$ cat config.mk
export PLATFORM = sky130hd
export DESIGN_NAME = handshake
export DESIGN_NICKNAME = d
export VERILOG_FILES = /design/src/rtl/handshake_pkg.sv /design/src/rtl/hs_timer.sv /design/src/rtl/handshake.sv
export SDC_FILE = /design/constraint.sdc
export NUM_CORES = 1
export LEC_CHECK = 0
export CAP_MARGIN = 10
export CORE_AREA = 2 2 39 41
export DETAILED_ROUTE_END_ITERATION = 10
export DIE_AREA = 0 0 41 43
export GPL_TIMING_DRIVEN = 0
export SETUP_SLACK_MARGIN = 0.2
export SLEW_MARGIN = 0
export SYNTH_ARGS = -nofsm -noshare
export SYNTH_HDL_FRONTEND = slang
export SYNTH_SLANG_ARGS = --single-unit
$ cat constraint.sdc
create_clock -name clk -period 1.1 [get_ports clk]
set_input_delay 0.22 -clock clk [delete_from_list [all_inputs] [get_ports clk]]
set_output_delay 0.22 -clock clk [all_outputs]
set_load 0.01 [all_outputs]
$ cat src/rtl/handshake_pkg.sv
// Shared types and helpers for the start/done handshake FSM and its timeout timer.
package handshake_pkg;

    typedef enum logic [1:0] {
        IDLE   = 2'b00,
        ACTIVE = 2'b01,
        DONE   = 2'b10
    } state_t;

    // Counter must be able to hold the value TIMEOUT itself; never narrower than 1 bit.
    function automatic int timer_width(input int timeout);
        if (timeout > 0) begin
            return $clog2(timeout + 1);
        end
        return 1;
    endfunction

endpackage

$ cat src/rtl/hs_timer.sv
// Counts consecutive ACTIVE cycles; expired is combinational from the count, so the FSM acts on the
// edge that closes the TIMEOUT-th ACTIVE cycle. No backpressure; the count saturates at TIMEOUT.
module hs_timer
    import handshake_pkg::*;
#(
    parameter int TIMEOUT = 1
) (
    input  logic clk,
    input  logic rst,
    input  logic clr,
    input  logic en,
    output logic expired
);

    localparam int            CW   = timer_width(TIMEOUT);
    localparam logic [CW-1:0] LAST = CW'(TIMEOUT - 1);
    localparam logic [CW-1:0] MAX  = CW'(TIMEOUT);

    logic [CW-1:0] cnt_q;
    logic [CW-1:0] cnt_d;

    always_comb begin
        cnt_d = cnt_q;
        if (clr) begin
            cnt_d = '0;
        end else if (en && (cnt_q != MAX)) begin
            cnt_d = cnt_q + 1'b1;
        end
    end

    always_ff @(posedge clk or posedge rst) begin
        if (rst) begin
            cnt_q <= '0;
        end else begin
            cnt_q <= cnt_d;
        end
    end

    // cnt_q holds the number of ACTIVE cycles already completed before the current one.
    assign expired = en && (cnt_q >= LAST);

endmodule

$ cat src/rtl/handshake.sv
// Moore start/done handshake: st is high exactly in ACTIVE, registered, one edge after rdy or dn is sampled.
// No backpressure; DONE always gives a one-cycle recovery gap; optional timeout returns ACTIVE to IDLE.
module handshake
    import handshake_pkg::*;
#(
    parameter int TIMEOUT = 0
) (
    input  logic clk,
    input  logic rst,
    input  logic rdy,
    input  logic dn,
    output logic st
);

    state_t state_q;
    state_t state_d;
    logic   st_q;
    logic   st_d;
    logic   tmr_clr;
    logic   tmr_en;
    logic   expired;

    always_comb begin
        state_d = IDLE;
        case (state_q)
            IDLE:    state_d = rdy ? ACTIVE : IDLE;
            // dn wins over both rdy and a timeout landing on the same edge.
            ACTIVE: begin
                if (dn) begin
                    state_d = DONE;
                end else if (expired) begin
                    state_d = IDLE;
                end else begin
                    state_d = ACTIVE;
                end
            end
            DONE:    state_d = IDLE;
            default: state_d = IDLE;
        endcase
        st_d    = (state_d == ACTIVE);
        tmr_clr = (state_q != ACTIVE) && (state_d == ACTIVE);
        tmr_en  = (state_q == ACTIVE);
    end

    always_ff @(posedge clk or posedge rst) begin
        if (rst) begin
            state_q <= IDLE;
            st_q    <= 1'b0;
        end else begin
            state_q <= state_d;
            st_q    <= st_d;
        end
    end

    assign st = st_q;

    generate
        if (TIMEOUT > 0) begin : g_timer
            hs_timer #(
                .TIMEOUT (TIMEOUT)
            ) u_timer (
                .clk     (clk),
                .rst     (rst),
                .clr     (tmr_clr),
                .en      (tmr_en),
                .expired (expired)
            );
        end else begin : g_no_timer
            logic unused_tmr;
            assign unused_tmr = tmr_clr | tmr_en;
            assign expired    = 1'b0;
        end
    endgenerate

endmodule

======== Yosys cells after proc, flatten, opt, wreduce, memory -nomap -nowiden ========
Index checks and enable logic that the tools add are counted.
Widths: inputs -> output; s select.
cells by class
  multiplexer cells ....................... 3
  eq/ne operators ......................... 2
  reductions and logical operators ........ 1
operators by type and width
  kind                number
  $eq 2x1->1 const B  2
  $pmux 2 s2          1
  $logic_not 2->1     1
  $mux 2              1
  $mux 1              1
word-level totals
  flip-flop bits (word level) ............. 3
  bits of input ports ..................... 4
  word-level logic and storage cells ...... 8

======== Longest topological paths before layout ========
  word-level depth ........................ 3
  mapped depth ............................ 2
  depth with buffers taken out ............ 2

======== Worst setup path after synthesis ========
No wires, ideal clock.
  path kind ............................... register to register
  start ................................... register state_q[0]
  end ..................................... register st_q (netlist: st)
  stages on the path, launching flop included .. 3
  slack ................................... 0.406 ns
  data required time ...................... 0.972 ns
  library setup time ...................... 0.128 ns
  arrival ................................. 0.566 ns
  cells stage by stage .................... dfrtp_1 nor2_1 a211oi_1
on the way
  cells in the longest elaborated chain, start to end .. 3
ends and longest elaborated chain
  what                                           RTL line         source
  start: declaration                             handshake.sv:15  state_t state_q;
  start signal: assignment                       handshake.sv:50  state_q <= state_d;
  $eq 2x1->1 or $logic_not 2->1 (tied branches)  handshake.sv:25  case (state_q)
  $pmux 2 s2 *                                   handshake.sv:25
  $eq 2x1->1 *                                   n/a
  via st_d                                       handshake.sv:18  logic st_d;
  end signal: assignment                         handshake.sv:51  st_q <= st_d;
  end: declaration                               handshake.sv:17  logic st_q;
Mark *: on every way through the listed nets, which the timed path passes. The rest lies on a longest branch.

======== Final worst setup path ========
  start ................................... register st_q (netlist: st)
  end ..................................... output port st
RTL lines
  what              RTL line         source
  end: declaration  handshake.sv:12  output logic st
No word-level cell between the ends.

==> out/metrics.yaml <==
outcome: "finished clean"
setup_violations: 0
routed_via_density: 2.67
crit_arrival_ps: 700
maxCapViolCount: 0
synth_area_leaders: "dfrtp_1, a211oi_1, nor2_1"
cts_tree: "yes"
layout.cells.non_filler: 33
synth_seq_area_share: 0.714
grt_pass1_vias: 79
route.vias.total: 88
critPathTopFamily: "flip-flops"
antenna_found_initial: 0
crit_buf_inv: 1
num_antenna_cells: 0
reg2reg_from: "state_q[0]"
rsz0062_at_grt: "yes"
end_kind: "output pin"
postRouteAntennaNets: 0
fmax_ghz: 1.08
r2r-end: "st"
clk_latency_ps: 230
io_pins: 5
slowest_delay_ps: 340
final_area_sq_um: 186
p_leak_nw: 0.0823
areaGrowthSynthToFinish_pct: 77.4
endpoint: "st"
wl_um: 233
startpoint: "st"
postSynthAreaPerCell_sq_um: 11.7
yosys_warnings: 0
worst_pin_slew_ps: 218
min_period_over_period: 0.841
grt_max_degree: 5
startpoint_type: "flop"
grtUsageTotal: 0.0412
max-clock-path-buffers: 2
synth-seq-cells: 3
worst-endpoint-required_ps: 880
drive_gt1_frac: 0.235
die_height_um: 43
cts_sinks: 3
clk_pin_slew_ps: 40
hold_violations: 0
fin_util: 0.135
critPathKind: "reg -> out"
postPlaceCellArea_sq_um: 165
cts_buffers: 3
nNetsFinal: 22
gp_congestion: 0.544
netlist_area_sq_um: 105
grt_overflow_total: 0
syn_inst: 9
cts_hold_buf: 0
grt_pass1_wl_um: 317
slew_viol_final: 0
wire_per_inst_um: 7.06
cp.depth: 1
synth_fp_nets: 13
dp_cells: 29
holdCritPathClass: "in -> async"
initial_core_util: 0.0759
met2_usage: 0.0188
drt_first_pass_iters: 1
die_area_sq_um: 1760
use_met3: 0.0314
p_per_area_nw_per_um2: 2360
post-route-drc-count: 0
skew_ps: 1.75
r2r_cells: 2
met1_usage: 0.0355
grt_busiest_layer: "met4"
yosysUniqueCellTypes: 5
synth.top_cell.area_share: 0.714
yosysTopAreaCell: "dfrtp_1"
critPathSlowestCell: "dfrtp_1"
path_max_fanout: 1
crit_chain: "buf_2"
coreArea_sq_um: 1380
fp.dieW_um: 41
relSlewSlack: 0.854
ctsRootBufferMaster: "clkbuf_4"
cts-htree-levels: 1
tns_ps: 0
drt_iter0_drc: 0
r2r_setup_slack_ps: 310
fin_crit_ps: 925
vdd_drop_max_mv: 0.375
port-buffer-count: 4
rows: 14
-- kinds of logic after synthesis --
group,Yosys count,synth area share
AO/OA/AOI/OAI,2,0.143
AND/OR/NAND/NOR,3,0.107
flip-flops,3,0.714
buffers and inverters,1,0.0357
-- metrics by stage --
| step | hold WS (ps) | setup slack (ps) | power, mW |
|---|---|---|---|
| 3_3_place_gp | 396 | 56.4 | 0.262 |
| 4_1_cts | 160 | 162 | 0.452 |
| 2_1_floorplan | -26.4 | 406 | 0.213 |
| 6_report | 160 | 175 | 0.440 |
| 3_5_place_dp | 402 | 27.0 | 0.268 |
| 5_1_grt | 173 | 148 | 0.475 |
-- sequential cells by signal, summed over array words and instances, names as in the netlist --
register  cells
st            1
state_q       2
-- layer usage --
metal,wire length [um],up-vias
met2,83,6
met4,19,0
met5,0,-
li1,-,47
met3,23,2
met1,106,33
-- report_power, final --
part | switching, mW | total, mW | internal, mW
Sequential | 0.0281 | 0.179 | 0.151
Combinational | 0.0342 | 0.0716 | 0.0374
Clock | 0.0540 | 0.190 | 0.136
-- cell type report --
| cell class | count | area, sq um |
|---|---|---|
| fill | 166 | 1200 |
| sequential | 3 | 75.1 |
| timing repair buffer | 4 | 35.0 |
| multi-input combinational | 5 | 26.3 |
| clock buffer | 4 | 26.3 |
| tap | 16 | 20.0 |
| inverter | 1 | 3.75 |
-- cell usage in the layout (no fill, tap or decap) --
master	netlist	routed
dfrtp_1	3	3
nand2_1	1	1
a211oi_1	2	2
inv_1	1	1
clkbuf_4	0	3
buf_2	0	1
clkdlybuf4s50_1	0	3
nor2_1	2	2
clkbuf_1	0	1
-- timing repair --
action | 4_1_cts | 5_1_grt
gates resized for setup | 4 | 0
setup endpoints to repair | 1 | 1
setup buffers | 0 | 0
endpoints found under the hold margin | 0 | 0
-- synthesized netlist by cell type --
| cell type | number |
|---|---|
| dfrtp_1 | 3 |
| nor2_1 | 2 |
| nand2_1 | 1 |
| inv_1 | 1 |
| a211oi_1 | 2 |
-- how the worst min path moves through the flow --
stage / startpoint / end
after detailed placement: rst / state_q[1]
after global placement: rst / st
final: rst / st
after global routing: rst / st
after CTS: rst / st
after floorplan: rst / st
Power figures use the tool's default switching activity.
